File: src/rtl/fence_flush_seq_pkg.sv
// Shared types for the fence/flush sequencer: TLB flush commands, FSM states, payloads.
package fence_flush_seq_pkg;

   localparam int unsigned XLEN     = 64;
   localparam int unsigned ASID_LEN = 16;
   localparam int unsigned VPN_LEN  = 27;
   localparam int unsigned VPN_LSB  = 12;

   typedef logic [ASID_LEN-1:0] asid_t;
   typedef logic [VPN_LEN-1:0]  vpn_t;

   // TLB flush command; NoFlush is the idle encoding
   typedef enum logic [2:0] {
      NoFlush,
      FlushAll,
      FlushASID,
      FlushPage,
      FlushPageASID
   } tlb_flush_e;

   typedef enum logic [2:0] {
      FENCE_IDLE,
      FENCE_DRAIN,
      FENCE_SYNC,
      FENCE_CLEAR,
      FENCE_TLBFL,
      FENCE_DONE
   } fence_seq_state_t;

   // Fence request captured at accept
   typedef struct packed {
      logic  is_sfence;
      logic  rs1_nz;
      logic  rs2_nz;
      vpn_t  vpn;
      asid_t asid;
   } fence_req_t;

   // Registered output bundle driven towards commit and the memory subsystem
   typedef struct packed {
      logic       ready;
      logic       synch;
      logic       clr_l1tlb;
      logic       clr_l2tlb;
      logic       clr_dmshr;
      tlb_flush_e flush_type;
      asid_t      asid;
      vpn_t       page;
      logic       done;
   } fence_out_t;

   localparam fence_out_t FENCE_OUT_RST = '{
      ready:      1'b1,
      synch:      1'b0,
      clr_l1tlb:  1'b0,
      clr_l2tlb:  1'b0,
      clr_dmshr:  1'b0,
      flush_type: NoFlush,
      asid:       '0,
      page:       '0,
      done:       1'b0
   };

endpackage

File: src/rtl/fence_flush_seq_if.sv
// Commit and memory-subsystem signals seen by the fence sequencer.
interface fence_flush_seq_if;
   import fence_flush_seq_pkg::*;

   logic             fence_valid_i;
   logic             fence_ready_o;
   logic             fence_is_sfence_i;
   logic             rs1_nz_i;
   logic             rs2_nz_i;
   logic [XLEN-1:0]  vaddr_i;
   asid_t            asid_i;
   logic             abort_i;
   logic             lsq_empty_i;
   logic             synch_l1dc_l2c_o;
   logic             l2c_update_done_i;
   logic             clr_l1tlb_mshr_o;
   logic             clr_l2tlb_mshr_o;
   logic             clear_dmshr_dregs_o;
   tlb_flush_e       L1TLB_flush_type_o;
   tlb_flush_e       L2TLB_flush_type_o;
   asid_t            flush_asid_o;
   vpn_t             flush_page_o;
   logic             fence_done_o;
   logic             flush_o;
   logic             sync_timeout_o;

   // Sequencer side
   modport slave (
      input  fence_valid_i, fence_is_sfence_i, rs1_nz_i, rs2_nz_i, vaddr_i, asid_i,
             abort_i, lsq_empty_i, l2c_update_done_i,
      output fence_ready_o, synch_l1dc_l2c_o, clr_l1tlb_mshr_o, clr_l2tlb_mshr_o,
             clear_dmshr_dregs_o, L1TLB_flush_type_o, L2TLB_flush_type_o,
             flush_asid_o, flush_page_o, fence_done_o, flush_o, sync_timeout_o
   );

   // Commit / memory-subsystem side
   modport master (
      output fence_valid_i, fence_is_sfence_i, rs1_nz_i, rs2_nz_i, vaddr_i, asid_i,
             abort_i, lsq_empty_i, l2c_update_done_i,
      input  fence_ready_o, synch_l1dc_l2c_o, clr_l1tlb_mshr_o, clr_l2tlb_mshr_o,
             clear_dmshr_dregs_o, L1TLB_flush_type_o, L2TLB_flush_type_o,
             flush_asid_o, flush_page_o, fence_done_o, flush_o, sync_timeout_o
   );

endinterface

File: src/rtl/fence_flush_seq_type_dec.sv
// Maps SFENCE.VMA qualifier presence (rs1/rs2 non-zero) to a TLB flush command.
module fence_flush_type_dec
   import fence_flush_seq_pkg::*;
(
   input  logic       rs1_nz_i,
   input  logic       rs2_nz_i,
   output tlb_flush_e flush_type_c_o
);

   // Qualifier pair selects the flush granularity
   always_comb begin
      flush_type_c_o = FlushAll;
      case ({rs1_nz_i, rs2_nz_i})
         2'b00:   flush_type_c_o = FlushAll;
         2'b01:   flush_type_c_o = FlushASID;
         2'b10:   flush_type_c_o = FlushPage;
         default: flush_type_c_o = FlushPageASID;
      endcase
   end

endmodule

File: src/rtl/fence_flush_seq.sv
// FENCE.I / SFENCE.VMA sequencer: drain LSQ, sync D$ with L2, clear MSHRs, flush TLBs, ack commit.
module fence_flush_seq
   import fence_flush_seq_pkg::*;
#(
   parameter int unsigned SYNC_TIMEOUT = 1024
)
(
   input  logic             clk_i,
   input  logic             rst_n_i,
   fence_flush_seq_if.slave fif
);

   localparam int unsigned         CNT_W   = $clog2(SYNC_TIMEOUT);
   localparam logic [CNT_W-1:0]    CNT_MAX = CNT_W'(SYNC_TIMEOUT - 1);

   fence_seq_state_t state_q, state_d;
   logic [CNT_W-1:0] cnt_q, cnt_d;
   fence_req_t       req_q, req_d;
   logic             timeout_q, timeout_d;
   fence_out_t       out_q, out_d;
   tlb_flush_e       dec_type;

   // Only the VPN field of the rs1 value matters here
   logic unused_vaddr_bits;
   assign unused_vaddr_bits = ^{fif.vaddr_i[XLEN-1:VPN_LSB+VPN_LEN], fif.vaddr_i[VPN_LSB-1:0]};

   fence_flush_type_dec u_type_dec (
      .rs1_nz_i       (req_q.rs1_nz),
      .rs2_nz_i       (req_q.rs2_nz),
      .flush_type_c_o (dec_type)
   );

   // State, sync counter, latched request, sticky timeout and registered outputs
   always_ff @(posedge clk_i or negedge rst_n_i) begin
      if (!rst_n_i) begin
         state_q   <= FENCE_IDLE;
         cnt_q     <= '0;
         req_q     <= '0;
         timeout_q <= 1'b0;
         out_q     <= FENCE_OUT_RST;
      end else begin
         state_q   <= state_d;
         cnt_q     <= cnt_d;
         req_q     <= req_d;
         timeout_q <= timeout_d;
         out_q     <= out_d;
      end
   end

   // Next-state logic; abort only matters while draining, after that the fence is committed
   always_comb begin
      state_d   = state_q;
      cnt_d     = cnt_q;
      req_d     = req_q;
      timeout_d = timeout_q;
      case (state_q)
         FENCE_IDLE: begin
            if (fif.fence_valid_i) begin
               req_d.is_sfence = fif.fence_is_sfence_i;
               req_d.rs1_nz    = fif.rs1_nz_i;
               req_d.rs2_nz    = fif.rs2_nz_i;
               req_d.vpn       = fif.vaddr_i[VPN_LSB +: VPN_LEN];
               req_d.asid      = fif.asid_i;
               state_d         = FENCE_DRAIN;
            end
         end
         FENCE_DRAIN: begin
            if (fif.abort_i) begin
               state_d = FENCE_IDLE;
            end else if (fif.lsq_empty_i) begin
               cnt_d   = '0;
               state_d = FENCE_SYNC;
            end
         end
         FENCE_SYNC: begin
            if (fif.l2c_update_done_i) begin
               cnt_d   = '0;
               state_d = FENCE_CLEAR;
            end else if (cnt_q == CNT_MAX) begin
               cnt_d     = '0;
               timeout_d = 1'b1;
               state_d   = FENCE_CLEAR;
            end else begin
               cnt_d = cnt_q + CNT_W'(1);
            end
         end
         FENCE_CLEAR: state_d = req_q.is_sfence ? FENCE_TLBFL : FENCE_DONE;
         FENCE_TLBFL: state_d = FENCE_DONE;
         FENCE_DONE:  state_d = FENCE_IDLE;
         default:     state_d = FENCE_IDLE;
      endcase
   end

   // Output decode of the upcoming state, so every output leaves a flop
   always_comb begin
      out_d           = FENCE_OUT_RST;
      out_d.ready     = (state_d == FENCE_IDLE);
      out_d.synch     = (state_d == FENCE_SYNC);
      out_d.clr_l1tlb = (state_d == FENCE_CLEAR);
      out_d.clr_l2tlb = (state_d == FENCE_CLEAR);
      out_d.clr_dmshr = (state_d == FENCE_CLEAR) && req_q.is_sfence;
      out_d.done      = (state_d == FENCE_DONE);
      if (state_d == FENCE_TLBFL) begin
         out_d.flush_type = dec_type;
         out_d.asid       = req_q.asid;
         out_d.page       = req_q.vpn;
      end
   end

   assign fif.fence_ready_o       = out_q.ready;
   assign fif.synch_l1dc_l2c_o    = out_q.synch;
   assign fif.clr_l1tlb_mshr_o    = out_q.clr_l1tlb;
   assign fif.clr_l2tlb_mshr_o    = out_q.clr_l2tlb;
   assign fif.clear_dmshr_dregs_o = out_q.clr_dmshr;
   assign fif.L1TLB_flush_type_o  = out_q.flush_type;
   assign fif.L2TLB_flush_type_o  = out_q.flush_type;
   assign fif.flush_asid_o        = out_q.asid;
   assign fif.flush_page_o        = out_q.page;
   assign fif.fence_done_o        = out_q.done;
   assign fif.flush_o             = out_q.done;
   assign fif.sync_timeout_o      = timeout_q;

endmodule

File: src/flat_wrapper.sv
// flat-port wrapper written by rule: the top's interface ports become plain ports
module fence_flush_seq_flat import fence_flush_seq_pkg::*;
#(
   parameter int unsigned SYNC_TIMEOUT = 1024
)
  (clk_i, rst_n_i, fif_fence_valid_i, fif_fence_is_sfence_i, fif_rs1_nz_i, fif_rs2_nz_i, fif_vaddr_i, fif_asid_i, fif_abort_i, fif_lsq_empty_i, fif_l2c_update_done_i, fif_fence_ready_o, fif_synch_l1dc_l2c_o, fif_clr_l1tlb_mshr_o, fif_clr_l2tlb_mshr_o, fif_clear_dmshr_dregs_o, fif_L1TLB_flush_type_o, fif_L2TLB_flush_type_o, fif_flush_asid_o, fif_flush_page_o, fif_fence_done_o, fif_flush_o, fif_sync_timeout_o);
  fence_flush_seq_if fif_i ();
  input  logic clk_i;
  input  logic rst_n_i;
  input wire logic [$bits(fif_i.fence_valid_i)-1:0] fif_fence_valid_i;
  input wire logic [$bits(fif_i.fence_is_sfence_i)-1:0] fif_fence_is_sfence_i;
  input wire logic [$bits(fif_i.rs1_nz_i)-1:0] fif_rs1_nz_i;
  input wire logic [$bits(fif_i.rs2_nz_i)-1:0] fif_rs2_nz_i;
  input wire logic [$bits(fif_i.vaddr_i)-1:0] fif_vaddr_i;
  input wire logic [$bits(fif_i.asid_i)-1:0] fif_asid_i;
  input wire logic [$bits(fif_i.abort_i)-1:0] fif_abort_i;
  input wire logic [$bits(fif_i.lsq_empty_i)-1:0] fif_lsq_empty_i;
  input wire logic [$bits(fif_i.l2c_update_done_i)-1:0] fif_l2c_update_done_i;
  output wire logic [$bits(fif_i.fence_ready_o)-1:0] fif_fence_ready_o;
  output wire logic [$bits(fif_i.synch_l1dc_l2c_o)-1:0] fif_synch_l1dc_l2c_o;
  output wire logic [$bits(fif_i.clr_l1tlb_mshr_o)-1:0] fif_clr_l1tlb_mshr_o;
  output wire logic [$bits(fif_i.clr_l2tlb_mshr_o)-1:0] fif_clr_l2tlb_mshr_o;
  output wire logic [$bits(fif_i.clear_dmshr_dregs_o)-1:0] fif_clear_dmshr_dregs_o;
  output wire logic [$bits(fif_i.L1TLB_flush_type_o)-1:0] fif_L1TLB_flush_type_o;
  output wire logic [$bits(fif_i.L2TLB_flush_type_o)-1:0] fif_L2TLB_flush_type_o;
  output wire logic [$bits(fif_i.flush_asid_o)-1:0] fif_flush_asid_o;
  output wire logic [$bits(fif_i.flush_page_o)-1:0] fif_flush_page_o;
  output wire logic [$bits(fif_i.fence_done_o)-1:0] fif_fence_done_o;
  output wire logic [$bits(fif_i.flush_o)-1:0] fif_flush_o;
  output wire logic [$bits(fif_i.sync_timeout_o)-1:0] fif_sync_timeout_o;
  assign fif_i.fence_valid_i = fif_fence_valid_i;
  assign fif_i.fence_is_sfence_i = fif_fence_is_sfence_i;
  assign fif_i.rs1_nz_i = fif_rs1_nz_i;
  assign fif_i.rs2_nz_i = fif_rs2_nz_i;
  assign fif_i.vaddr_i = fif_vaddr_i;
  assign fif_i.asid_i = fif_asid_i;
  assign fif_i.abort_i = fif_abort_i;
  assign fif_i.lsq_empty_i = fif_lsq_empty_i;
  assign fif_i.l2c_update_done_i = fif_l2c_update_done_i;
  assign fif_fence_ready_o = fif_i.fence_ready_o;
  assign fif_synch_l1dc_l2c_o = fif_i.synch_l1dc_l2c_o;
  assign fif_clr_l1tlb_mshr_o = fif_i.clr_l1tlb_mshr_o;
  assign fif_clr_l2tlb_mshr_o = fif_i.clr_l2tlb_mshr_o;
  assign fif_clear_dmshr_dregs_o = fif_i.clear_dmshr_dregs_o;
  assign fif_L1TLB_flush_type_o = fif_i.L1TLB_flush_type_o;
  assign fif_L2TLB_flush_type_o = fif_i.L2TLB_flush_type_o;
  assign fif_flush_asid_o = fif_i.flush_asid_o;
  assign fif_flush_page_o = fif_i.flush_page_o;
  assign fif_fence_done_o = fif_i.fence_done_o;
  assign fif_flush_o = fif_i.flush_o;
  assign fif_sync_timeout_o = fif_i.sync_timeout_o;
  fence_flush_seq #(.SYNC_TIMEOUT(SYNC_TIMEOUT)) u_core (.clk_i(clk_i), .rst_n_i(rst_n_i), .fif(fif_i));
endmodule
File: config.mk
export PLATFORM = sky130hd
export DESIGN_NAME = fence_flush_seq_flat
export DESIGN_NICKNAME = d
export VERILOG_FILES = /design/src/rtl/fence_flush_seq_pkg.sv /design/src/rtl/fence_flush_seq_if.sv /design/src/rtl/fence_flush_seq_type_dec.sv /design/src/rtl/fence_flush_seq.sv /design/src/flat_wrapper.sv
export SDC_FILE = /design/constraint.sdc
export NUM_CORES = 1
export LEC_CHECK = 0
export BUFFER_PORTS_ARGS = -buffer_cell sky130_fd_sc_hd__buf_2
export CAP_MARGIN = 10
export CORE_MARGIN = 5
export CORE_UTILIZATION = 23
export CTS_CLUSTER_DIAMETER = 50
export DETAILED_ROUTE_END_ITERATION = 16
export SLEW_MARGIN = 10
export SYNTH_ARGS = -nofsm -noshare
export SYNTH_HDL_FRONTEND = slang
export SYNTH_SLANG_ARGS = --single-unit
export TNS_END_PERCENT = 100
File: constraint.sdc
create_clock -name clk_i -period 4.3 [get_ports clk_i]
set_clock_uncertainty 0.1 [all_clocks]
set_input_delay 0.43 -clock clk_i [delete_from_list [all_inputs] [get_ports clk_i]]
set_output_delay 0.43 -clock clk_i [all_outputs]
set_load 0.02 [all_outputs]
# --- Yosys cells after proc, flatten, opt, wreduce, memory -nomap -nowiden ---
# Cells that the tools add are included.
totals:
  register_bits: 111
  in_bits: 89
  output_inout_bits: 57
  wordCells: 53
classes:
  add_sub_neg: 1
  eq_ne: 13
  mux: 14
  bitwise_logic: 1
  reduce_logical: 8
op_table:
  columns: ["cell", "n"]
  rows:
  - ["$mux 46", 1]
  - ["$mux 10", 4]
  - ["$pmux 10 s2", 1]
  - ["$mux 3", 5]
  - ["$pmux 3 s5", 1]
  - ["$eq 3x2->1 const B", 4]
  - ["$add 10x1->10 const B", 1]
  - ["$eq 10x10->1 const B", 1]
  - ["$eq 3x3->1 const B", 3]
  - ["$pmux 3 s3", 1]
  - ["$logic_not 3->1", 2]
  - ["$reduce_and 3->1", 2]
  - ["$ne 2x2->1 const B", 2]
  - ["$eq 3x1->1 const B", 1]
  - ["$eq 2x1->1 const B", 1]
  - ["$eq 2x2->1 const B", 1]
  - ["$logic_not 2->1", 1]
  - ["$reduce_and 2->1", 1]
  - ["$reduce_bool 2->1", 1]
  - ["$logic_and 1x1->1", 1]
  - ["$mux 1", 1]
  - ["$not 1->1", 1]

# --- Depth between registers and ports, before layout ---
# Gate-level depths: netlist (run 1).
depth:
  word_depth: 6
  depth_mapped: 6

# --- Hierarchy ---
# A second synthesis (run 1) with hierarchy kept.
unflattened:
  cells_unflattened: 300
  hier_area_um2: 4167.7
by_module_without_submodules:
  columns: ["mod", "n_inst", "cells_per_inst", "area_each_um2", "seq_area_each_um2"]
  rows:
  - ["fence_flush_seq", 1, 294, 4112.7, 2778.9]
  - ["fence_flush_type_dec", 1, 6, 55.1, 0.0]

# --- Worst setup path after synthesis (run 1) ---
# No wires, ideal clock.
synth_timing:
  path_type: "flip-flop to flip-flop"
  start: "reg u_core.state_q[0]"
  end: "reg u_core.req_q[0] (netlist name)"
  setup_ns: 0.125
  t_arrival_ns: 1.528
  path_slack_ns: 2.547
  path_stages_with_launch: 6
  period_less_slack_ns: 1.753
  path_cell_list: "dfrtp_1 buf_6 nor4b_2 buf_2 buf_4 mux2_2"
synth_via:
  elab_chain_len: 2
synth_rtl:
  columns: ["element", "line_no", "source"]
  rows:
  - ["from (decl)", "fence_flush_seq.sv:16", "fence_seq_state_t state_q, state_d;"]
  - ["from (signal assigned)", "fence_flush_seq.sv:42", "state_q <= state_d;"]
  - ["$logic_not 3->1", "fence_flush_seq.sv:56", "case (state_q)"]
  - ["$reduce_and 2->1 (no line)", null, null]
  - ["to (signal assigned)", "fence_flush_seq.sv:44", "req_q <= req_d;"]
  - ["to (decl)", "fence_flush_seq.sv:18", "fence_req_t req_q, req_d;"]
# No other way between the ends.
# A chain may end at the register's enable or synchronous reset.

==> run summary, run 1 <==
Highest achievable clock rate: 0.498 GHz. The reg-to-reg setup timing slack is 2290 ps, and the residual antenna-violating net count after detailed routing is 0. 0 antenna diodes ended up in the layout. The yosys synthesis warning count came out at 0. Of all nets on the critical path, the largest fanout is 37. Once the clock tree was built, the resizer swapped 0 gates to a different size. The proportion of synthesized area in mux cells was 0.120. After synthesis the netlist holds a flip-flop and latch count of 111. Measured in cells, the most critical reg-to-reg path has a length of 4. Summing internal, switching and leakage power gives 2.93 mW. The die covers 21100 sq um.

TritonCTS built the clock tree. Summing over every cut layer, the via total after detailed routing is 2612. The detailed router finished its first iteration with 57 violations. Using the TritonRoute via totals, the vias-per-cell ratio works out to 4.10.

At the worst endpoint, the arrival time is 2190 ps. At the end of the flow, the number of nets in the layout was 496. The fill cell total of the finished layout is 1855, and the number of placement rows is 49. Power spread over the standard cell area amounts to 560 nW/um^2.

By startpoint and endpoint, the worst setup path is classified as flop to flop. Measured along the x axis, the die boundary spans 145 um. The first global-routing pass estimated 14500 um of wire. Clock-pin slew was measured on the worst setup and hold paths at 70 ps.

Area share of xor/xnor cells in the synthesized design: 0.00832. STA classifies the critical path startpoint as a flop. The tools report the final sum of negative setup slack as 0 ps.

The critical path capture point type is a flop. The via count of the first global-routing pass came out at 2791. The shortest clock period the worst path allows after layout was 2010 ps; the CTS buffer count was 9.

In this run, placement finished with an instance count of 621. The tree is rooted in a sky130_fd_sc_hd__clkbuf_16. The area growth from synthesis to layout is 24.4%. A synthesized cell averages 14.1 sq um.

Last weighted congestion value of the routability-driven placer: 0.753. The combinational family with the most area after synthesis is simple AND/OR/NAND/NOR gates. Max-cap violations in this run came to 0.

The die is 145 um tall. After detailed routing, the average wire length per cell comes to 13.5 um. The cell count after synthesis was 299. Setup repair after global routing left no endpoint under its margin.

The final hold violation count is 0. The number of buffers added on ports is 108. The run gives 0.321 as the relative max-transition margin.

The finished cells cover 5240 sq um. The synthesized netlist net count is 392. The fraction of the mapped netlist area in compound gates was 0.0437. Summed over all cells, the static leakage comes to 2.61 nW. The final period utilization works out to 0.467.

For the sequential-to-total area share from yosys stat, the log shows 0.660. The total setup buffers inserted after CTS was 0. The path class of the tightest hold or removal check is primary input to asynchronous set/reset pin.

The max-slew violation count is 0. Counting every sink on the clock net gives 111. The cell area after placement was 4960 sq um. The I/O pin total is 146. The synthesized area is 4210 sq um, and the DRC violation count after routing is 0.

The endpoint identified for the worst register-to-register timing path is u_core.fif.flush_page_o[5]. The worst-case IR drop observed on VDD is 0.000209 V. Maximum number of pins on one net before global-route repair: 83.

The tools report the hold buffer count at CTS as 0. Summed over all layers, the routed wires come to 8630 um. The HPWL after detailed placement is 5990 um. At the pin with the least slew margin, the transition time is 1020 ps. For the setup-violating endpoint count in the final report, the log shows 0. The flow ran to the end, and the final reports show no timing, DRC or antenna violations. The worst-skew pair later-pin latency is 350 ps, and the number of search-and-repair iterations in the first detailed-routing pass is 4.

The tools report the origin of the critical flop-to-flop path as u_core.state_q[0]. The logs give 1300 sq um for the area occupied by multi-input gates and 0 for the remaining global-route overflow. In this run, distinct cell masters in the synthesized netlist total 39.

The deepest level of the CTS H-tree is 3, and the basic-gate share of the synthesized area counting and, or, nand and nor cells is 0.123. After floorplanning, the core was sized to cover 18000 sq um. The tools report the maximum clock insertion buffer count as 2. The adder-cell share of the synthesized area was 0.0119; the starting density of the core was 0.234. The initial antenna violation count was 0; the layout cell share with drive strength beyond 1 was 0.446.

The sequential cells in the finished layout cover a total of 2780 sq um. The tools report the overall global routing resource usage as 0.0847. The run gives 637 as the final cell count without fillers. Required time of the worst setup path: 4480 ps.
-- cell families after synthesis --
kind of cell	Yosys count
buffers and inverters	25
DFF	111
muxes	45
AOI/OAI and AO/OA	27
adders and majority gates	4
xor gates and xnor gates	4
and+or+nand+nor	83
-- stage by stage --
stage	hold slack (ps)	util	setup slack [ps]
after floorplan	34.4	-	2550
after global placement	355	0.275	2240
after detailed placement	361	0.275	2210
after CTS	182	0.291	2190
after global routing	182	0.291	2090
final	137	0.291	2290
-- flip-flops by register name, indices dropped and copies added (netlist names) --
register	cells
u_core.req_q	46
u_core.fif.sync_timeout_o	1
u_core.cnt_q	10
u_core.fif.clr_l1tlb_mshr_o	1
u_core.state_q	3
u_core.fif.flush_asid_o	16
u_core.fif.fence_done_o	1
u_core.fif.fence_ready_o	1
u_core.fif.synch_l1dc_l2c_o	1
u_core.fif.L1TLB_flush_type_o	3
u_core.fif.clear_dmshr_dregs_o	1
u_core.fif.flush_page_o	27
-- cell usage in the layout (no fill, tap or decap), types with 2 or more instances in the layout --
cell | Yosys | routed
sky130_fd_sc_hd__nand3_1 | 5 | 5
sky130_fd_sc_hd__nor2_1 | 8 | 8
sky130_fd_sc_hd__nand2_1 | 6 | 6
sky130_fd_sc_hd__a21oi_1 | 5 | 5
sky130_fd_sc_hd__buf_4 | 8 | 5
sky130_fd_sc_hd__o21ai_0 | 10 | 10
sky130_fd_sc_hd__mux2_2 | 45 | 45
sky130_fd_sc_hd__clkinvlp_4 | 0 | 2
sky130_fd_sc_hd__xnor2_1 | 4 | 4
sky130_fd_sc_hd__or3_1 | 3 | 3
sky130_fd_sc_hd__clkbuf_16 | 0 | 9
sky130_fd_sc_hd__a211oi_1 | 3 | 3
sky130_fd_sc_hd__buf_2 | 4 | 107
sky130_fd_sc_hd__dfrtp_1 | 110 | 110
sky130_fd_sc_hd__and2_1 | 46 | 46
sky130_fd_sc_hd__inv_1 | 6 | 6
sky130_fd_sc_hd__clkinv_2 | 0 | 2
sky130_fd_sc_hd__ha_1 | 4 | 4
sky130_fd_sc_hd__and3_1 | 3 | 3
-- layout make-up --
cell class,instances,share of cell area
Sequential cell,111,0.530
Inverter,6,0.00430
Timing Repair Buffer,112,0.109
Tap cell,229,0.0547
Clock inverter,6,0.00860
Multi-Input combinational cell,163,0.249
Clock buffer,10,0.0437
-- worst max-delay path, stage by stage, from the launching register on --
cell and delay (ps):
sky130_fd_sc_hd__dfrtp_1 570, sky130_fd_sc_hd__nor2b_1 250, sky130_fd_sc_hd__and3_1 410, sky130_fd_sc_hd__buf_4 400, sky130_fd_sc_hd__and2_1 190
-- synthesized netlist by cell type, drive strengths merged --
cell,n,share of area
and4,1,0.0021
a211oi,3,0.0053
a41oi,2,0.0059
nor4b,2,0.0071
o31ai,1,0.0018
and3,3,0.0045
nor2b,1,0.0015
a221o,1,0.0024
or4b,1,0.0033
a2111oi,1,0.0024
a21o,1,0.0018
o21ai,10,0.012
clkbuf,6,0.0053
nand2,6,0.0053
or2,1,0.0015
dfstp,1,0.0062
a31o,1,0.0021
nand4,1,0.0015
a22o,1,0.0021
ha,4,0.012
nand3,5,0.0059
a21oi,5,0.0059
inv,6,0.0053
mux2,45,0.12
and2,46,0.068
nor2,9,0.0086
or3,3,0.0045
dfrtp,110,0.65
nor3b,1,0.0018
nand2b,2,0.0036
xnor2,4,0.0083
a211o,1,0.0021
buf,13,0.022
nand4bb,1,0.0039
-- worst max-delay path by stage --
stage                       from                     endpoint  slack, ps  depth (start not counted)
2_1_floorplan  u_core.state_q[0]              u_core.req_q[0]       2550                          5
3_3_place_gp   u_core.state_q[0]  u_core.fif.flush_page_o[18]       2240                          4
3_5_place_dp   u_core.state_q[0]  u_core.fif.flush_page_o[18]       2210                          4
4_1_cts        u_core.state_q[0]  u_core.fif.flush_page_o[18]       2190                          4
5_1_grt        u_core.state_q[0]   u_core.fif.flush_page_o[0]       2090                          4
6_report       u_core.state_q[0]   u_core.fif.flush_page_o[5]       2290                          4
-- power breakdown --
part           switching (mW)  internal [mW]  leakage [nW]
clock                   0.377          0.398         0.131
sequential              0.150           1.34          1.44
combinational           0.326          0.349          1.04
-- metal layers --
layer,global-route usage,part of all wire,vias up,wire [um]
li1,-,-,1211,-
met1,0.105,0.44,1313,3760
met2,0.130,0.47,77,4020
met3,0.0402,0.085,11,732
met4,0.0294,0.013,0,111
met5,0,0,-,0
Power figures use the tool's default switching activity.
==> run 2, diff against run 1 <==
- clock period: 4.3 -> 1.75 ns (I/O delays scaled with it)
==> run 2 against run 1 <==
  * Sequential cell count unchanged
  * Total power grew to 2.8 times the previous value
  * Worst hold slack lost 51 ps
  * Largest cell class unchanged
  * Largest power group unchanged
==> run summary, run 2 (synthesized netlist as in run 1, its figures left out) <==
The number of buffer and inverter instances along the worst setup path is 2, and the part of the total power dissipated in combinational logic is 0.256. The clock passes through at most 2 buffers. The H-tree was split into 3 levels. IR analysis of the VDD net gives a maximum drop of 0.000507 V. The final route contains 2877 vias. The top cell types in the final layout, fill and taps aside, are 108 x sky130_fd_sc_hd__dfrtp_1, 107 x sky130_fd_sc_hd__buf_2, 47 x sky130_fd_sc_hd__dlygate4sd3_1. The logs give 1880 ps for the required time of the worst setup path and 18000 sq um for the core area. CTS saw 111 sinks. Register ranked first by flip-flop count: u_core.req_q. TritonCTS created 9 clock buffers. Max-slew violation count: 0.

Worst-case hold slack: 86.5 ps. For the sequential cell fraction of total power, the log shows 0.449. The delay contributed by the slowest stage of the critical path was 490 ps. The tools report the number of nets in the final layout as 563. The highest achievable clock rate is 0.581 GHz, and the largest fanout on the critical path is 21.

After global routing the overflow that remains totals 0. The startpoint identified for the worst hold timing path is fif_abort_i. Routability-driven placement finished with a final weighted congestion of 0.759.

The residual antenna-violating net count after detailed routing came out at 0. The starting density of the core was 0.234. The worst hold path passes through 3 cells. The repair_antennas step left the layout with diodes totalling 0. The first global-routing pass estimated 16000 um of wire.

Once detailed placement completed, the half-perimeter wirelength came to 6520 um. The tools report the critical path launch point as u_core.state_q[0]. For the number of placement rows, the log shows 49. Origin of the critical flop-to-flop path: u_core.state_q[0]. First-iteration detailed-routing DRC count: 54.

The flip-flop count of the largest register, all copies and words added works out to 46. Power density normalized to cell area: 1340 nW/um^2. Dividing the detail-routed via count by the number of cells gives 4.09. Max-cap violations in this run came to 0. The startpoint kind of the worst setup timing path is a flop.

Signed area change from the synthesized netlist to the final layout: 44.3%. The worst register-to-register path ends at u_core.req_q[38]. The run gives 0.0928 as the overall global routing resource usage. The path with the worst hold slack has its endpoint at u_core.fif.fence_ready_o. At the pin with the least slew margin, the transition time is 473 ps.

The layout cell share with drive strength beyond 1 was 0.446. Depth of the worst register-to-register path: 4. The flow ran to the end, and the final reports show no timing, DRC or antenna violations. The most common cell after layout, fill and taps aside was sky130_fd_sc_hd__dfrtp_1. The relative contribution of the clock network to total power is 0.295. The master of the slowest instance on the critical path is sky130_fd_sc_hd__dfrtp_2.

The pre-antenna-repair detailed-routing pass consisted of 4 iterations. The switching portion of total power is 0.280. The overall die width was 145 um; the maximum number of pins on one net before global-route repair was 76.

Kind of cell with the highest combined delay on the critical path: flip-flops. The routed design has 9870 um of wire. The final hold violation count is 0. The critical path is of the flop to flop type. For the relative max-transition margin, the log shows 0.685.

The final period utilization works out to 0.984. For the finished layout, the period the worst path requires is 1720 ps. Leakage power summed over all cells: 2.97 nW.

Setup violations remaining at the end of the flow were counted as 0. Data on the critical path arrives at its endpoint at 1850 ps. Internal power comes to 5.84 mW.

The clock input transition at the sequential cells of the worst setup and hold paths is 80 ps. Setup repair after global routing could not meet its margin everywhere. The analysis attributes to net switching a power of 2.27 mW. The die covers 21100 sq um. Dividing the detail-routed wire length by the instance count gives 14.0 um. The number of buffers added on ports is 108. The tightest min-delay check is of the primary input to flop type.

TritonCTS built the clock tree. The via count of the first global-routing pass was 3163. Clock latency on the worst-skew pair, taken at its later pin, is 350 ps. In this run the count of I/O pins placed on the die edge is 146. The library cell used as clock root buffer was sky130_fd_sc_hd__clkbuf_16.

The worst setup path is captured at a flop. Reg-to-reg setup timing slack: 30 ps. The critical path goes through nor4b_4, buf_6, buf_12, mux2_2.

The run gives 0 as the initial antenna violation count. The height of the chip works out to 145 um. After detailed routing, the number of remaining DRC violations is 0. The tools report the end-of-flow core utilization as 0.337.
-- run 2: worst max-delay path by stage --
stage,to,slack [ps],cells after the start
final,u_core.req_q[38],30,4
after global routing,u_core.req_q[38],-20,4
after CTS,u_core.cnt_q[9],-3,4
after detailed placement,u_core.req_q[12],-20,3
after global placement,u_core.cnt_q[9],-9,4
after floorplan,u_core.req_q[0],40,5
-- run 2: area by class of cell --
cell class / count / area (sq um)
Tap cell: 229 / 287
Clock buffer: 9 / 225
Multi-Input combinational cell: 163 / 1360
Inverter: 6 / 22.5
Sequential cell: 111 / 2780
Fill cell: 1773 / 12000
Timing Repair Buffer: 179 / 1270
Clock inverter: 7 / 126
-- run 2: worst min-delay path: stages --
cell                      delay [ps]
sky130_fd_sc_hd__buf_2           120
sky130_fd_sc_hd__a21oi_1         140
sky130_fd_sc_hd__o21ai_0          80
-- run 2: through the flow --
step | total power, mW | setup WS (ps) | area [sq um] | cells | TNS (ps)
6_report | 8.12 | 28.7 | 6070 | 704 | 0
5_1_grt | 8.62 | -17.9 | 6070 | 704 | -202
4_1_cts | 8.16 | -2.57 | 5960 | 700 | -2.57
3_5_place_dp | 5.61 | -16.7 | 5130 | 636 | -97.3
3_3_place_gp | 5.48 | -8.51 | 5130 | 636 | -8.51
2_1_floorplan | 4.91 | 39.6 | 4210 | 299 | 0
-- run 2: layer usage --
layer | up-vias | routed length (um) | global-route usage | part of all wire
li1 | 1351 | - | - | -
met3 | 10 | 820 | 0.0421 | 0.083
met1 | 1424 | 4360 | 0.116 | 0.44
met5 | - | 0 | 0 | 0
met4 | 0 | 113 | 0.0299 | 0.011
met2 | 92 | 4580 | 0.144 | 0.46
-- run 2: what timing repair did --
item / CTS / global route
resized for setup: 2 / 16
hold buffers: 47 / 0
setup buffers: 1 / 3
hold endpoints to repair: 156 / 0
pin swaps: 1 / 3
gates cloned: 0 / 1
setup endpoints to repair: 25 / 34
-- run 2: power groups by stage --
stage	Sequential [mW]	Combinational [mW]	Clock (mW)
after floorplan	3.73	1.18	0
after global placement	3.63	1.84	0
after detailed placement	3.69	1.93	0
after CTS	3.64	2.03	2.49
after global routing	3.74	2.29	2.59
final	3.64	2.08	2.39
==> run 3, diff against run 2 <==
- ABC_CLOCK_PERIOD_IN_PS: not set -> 1750
- SETUP_SLACK_MARGIN: not set -> 0.5
==> run 3 against run 2 <==
  * The flow now finishes with violations (negative setup slack)
  * Sequential power rose by 1%
  * Utilization rose by 3.5 points
  * Sequential cell count unchanged
  * Worst hold slack worse by 25 ps
  * Global-route usage rose by 1.4 points
  * Critical path type unchanged
  * Critical endpoint is now u_core.req_q[31]
==> run summary, run 3 (synthesized netlist as in run 1, its figures left out) <==
The library cell used most frequently in the layout, excluding fill and tap cells, is sky130_fd_sc_hd__dfrtp_1. The part of the total power dissipated in combinational logic is 0.361. The largest individual stage delay along the critical path comes from the cell sky130_fd_sc_hd__dfrtp_2.

The register with the most flip-flops in the layout has 46 of them. The run gives 3024 as the total vias in the final route. The layout cell share with drive strength beyond 1 was 0.502. The top cell types in the final layout, fill and taps aside, are 107 x sky130_fd_sc_hd__dfrtp_1, 104 x sky130_fd_sc_hd__buf_2, 47 x sky130_fd_sc_hd__dlygate4sd3_1. Setup violations remaining at the end of the flow were counted as 2.

Final wirelength: 11800 um. Power comes to 8.88 mW. The delay contributed by the slowest stage of the critical path is 450 ps, and the clock input transition at the sequential cells of the worst setup and hold paths is 70 ps. By instance count, the cell type seen most on the critical path is sky130_fd_sc_hd__buf_6. The run gives 0 as the final hold violation count.

The starting density of the core is 0.234, and the HPWL reported at the end of detailed placement is 6500 um. The tools report the maximum number of pins on one net before global-route repair as 45. The min-delay analysis places its worst path in the category primary input to flop. After the last flow step, the layout net total stands at 586. Via count of the first global-routing pass: 3312. Global routing finished with a remaining overflow of 0. TritonCTS built the clock tree. The max-slew violation count was 0. The floorplan step defined a core boundary enclosing 18000 sq um. The checks that failed: negative setup slack. Relative to the synthesized area, the layout overhead comes to 59.2%.

The initial antenna violation count is 0, and the final setup slack of the worst path is -3.37 ps. The first detailed-routing pass ran for 4 iterations. For the relative max-transition margin, the log shows 0.691. Clock tree synthesis inserted a total of 9 buffers. The logs give 49 for the number of placement rows and 0 for the number of max-cap violations. The floorplan step set the die width to 145 um. The flow ran to the end, but the final reports show violations. The switching portion of total power is 0.291.

The tools report the critical path capture point type as a flop. Of all nets on the critical path, the largest fanout is 5. The H-tree generated during clock tree synthesis spans 3 levels.

The setup path with the least slack is of type flop to flop. The run gives -40.0 ps as the setup slack at placement. Setup repair after global routing could not meet its margin everywhere. The number of buffers added on ports is 108. The clock passes through at most 2 buffers. More flip-flops sit in one register than any other, and that register is u_core.req_q. Final period utilization: 1.00. The signal on the critical path passes through nor4b_4, buf_6, buf_6, clkbuf_16, mux2_4.

The routed via count divided by cell count came out at 4.16. For the wire length of the first global-routing pass, the log shows 17900 um. The height of the chip was 145 um. Once detail routing completed, the nets flagged for antenna violations numbered 0.

The first-iteration detailed-routing DRC count is 95, and the measured slew at the worst slew-check pin is 463 ps. The run gives 0.107 as the overall global routing resource usage. Derived from the worst setup path, the maximum achievable clock frequency is 0.570 GHz. Among cell families on the critical path, the largest total delay comes from flip-flops. The die covers 21100 sq um.

Last weighted congestion value of the routability-driven placer: 0.733. The sequential cell fraction of total power came out at 0.415. The required time of the worst setup path was 1890 ps. 0 antenna diodes ended up in the layout. The tools report the startpoint kind of the worst setup timing path as a flop.

Internal power comes to 6.30 mW. The final sum of negative setup slack is -4.18 ps. Data on the critical path arrives at its endpoint at 1890 ps.

The mean routed wirelength per cell is 16.2 um, and the leakage power summed over all cells is 3.31 nW. After detailed routing, the number of remaining DRC violations is 0. The worst-case IR drop observed on VDD is 0.000974 V. For this design the top-level I/O count stands at 146. The count of clock tree sinks is 111. Relative contribution of the clock network to total power: 0.224. CTS placed an instance of sky130_fd_sc_hd__clkbuf_16 at the clock tree root.

The later pin in the worst-skew pair is clocked with a latency of 350 ps. Power spread over the standard cell area amounts to 1320 nW/um^2. The net switching power of the design was 2.58 mW; the number of buffer and inverter instances along the worst setup path was 3.

After layout, the minimum clock period comes to 1750 ps.
-- run 3: final timing paths --
| check | start | cells after the start | slack [ps] | end |
|---|---|---|---|---|
| min in group asynchronous | rst_n_i | 2 | 240 | u_core.fif.flush_page_o[12] |
| max | u_core.state_q[2] | 5 | -3 | u_core.req_q[31] |
| min | fif_abort_i | 3 | 60 | u_core.fif.fence_ready_o |
| max in group asynchronous | rst_n_i | 3 | 690 | u_core.fif.L1TLB_flush_type_o[2] |
| max reg2reg | u_core.state_q[2] | 5 | -3 | u_core.req_q[31] |
| min reg2reg | u_core.req_q[29] | 1 | 380 | u_core.fif.flush_page_o[13] |
-- run 3: per-layer routing --
layer / wire length (um) / track usage / vias to the layer above
met2: 5990 / 0.182 / 83
met3: 539 / 0.0331 / 17
met5: 0 / 0 / -
met4: 182 / 0.0378 / 0
met1: 5050 / 0.127 / 1519
li1: - / - / 1405
-- run 3: timing repair --
action                                 CTS  global route
endpoints found under the hold margin   74             0
hold buffers                            47             0
setup endpoints to repair              111           112
gates resized for setup                 42            61
buffers inserted                        16             5
pin swaps                               11             7
gates cloned                             5             5
-- run 3: power by group through the flow --
stage	clock network (mW)	logic [mW]	registers, mW
5_1_grt	2.16	3.43	3.78
6_report	1.99	3.20	3.68
4_1_cts	2.06	2.55	3.65
3_5_place_dp	0	1.91	3.70
2_1_floorplan	0	1.29	3.74
3_3_place_gp	0	1.84	3.66
-- run 3: area by class of cell --
cell class | instances | area (sq um)
sequential | 111 | 2780
inverter | 6 | 25.0
fill | 1690 | 11300
clock buffer | 12 | 256
multi-input combinational | 163 | 1630
timing repair buffer | 202 | 1690
clock inverter | 4 | 30.0
tap | 229 | 287
-- run 3: metrics by stage --
| stage | std cells | util | hold WS [ps] | area [sq um] |
|---|---|---|---|---|
| 2_1_floorplan | 299 | - | -221 | 4330 |
| 3_3_place_gp | 633 | 0.286 | 54.0 | 5150 |
| 6_report | 727 | 0.372 | 61.8 | 6700 |
| 5_1_grt | 727 | 0.372 | 59.6 | 6700 |
| 3_5_place_dp | 633 | 0.286 | 64.6 | 5150 |
| 4_1_cts | 717 | 0.351 | 42.8 | 6320 |
-- run 3: worst register-to-register path, cell delays in order, from the launching register on --
cell,delay (ps)
sky130_fd_sc_hd__dfrtp_2,450
sky130_fd_sc_hd__nor4b_4,360
sky130_fd_sc_hd__buf_6,170
sky130_fd_sc_hd__buf_6,110
sky130_fd_sc_hd__clkbuf_16,150
sky130_fd_sc_hd__mux2_4,300
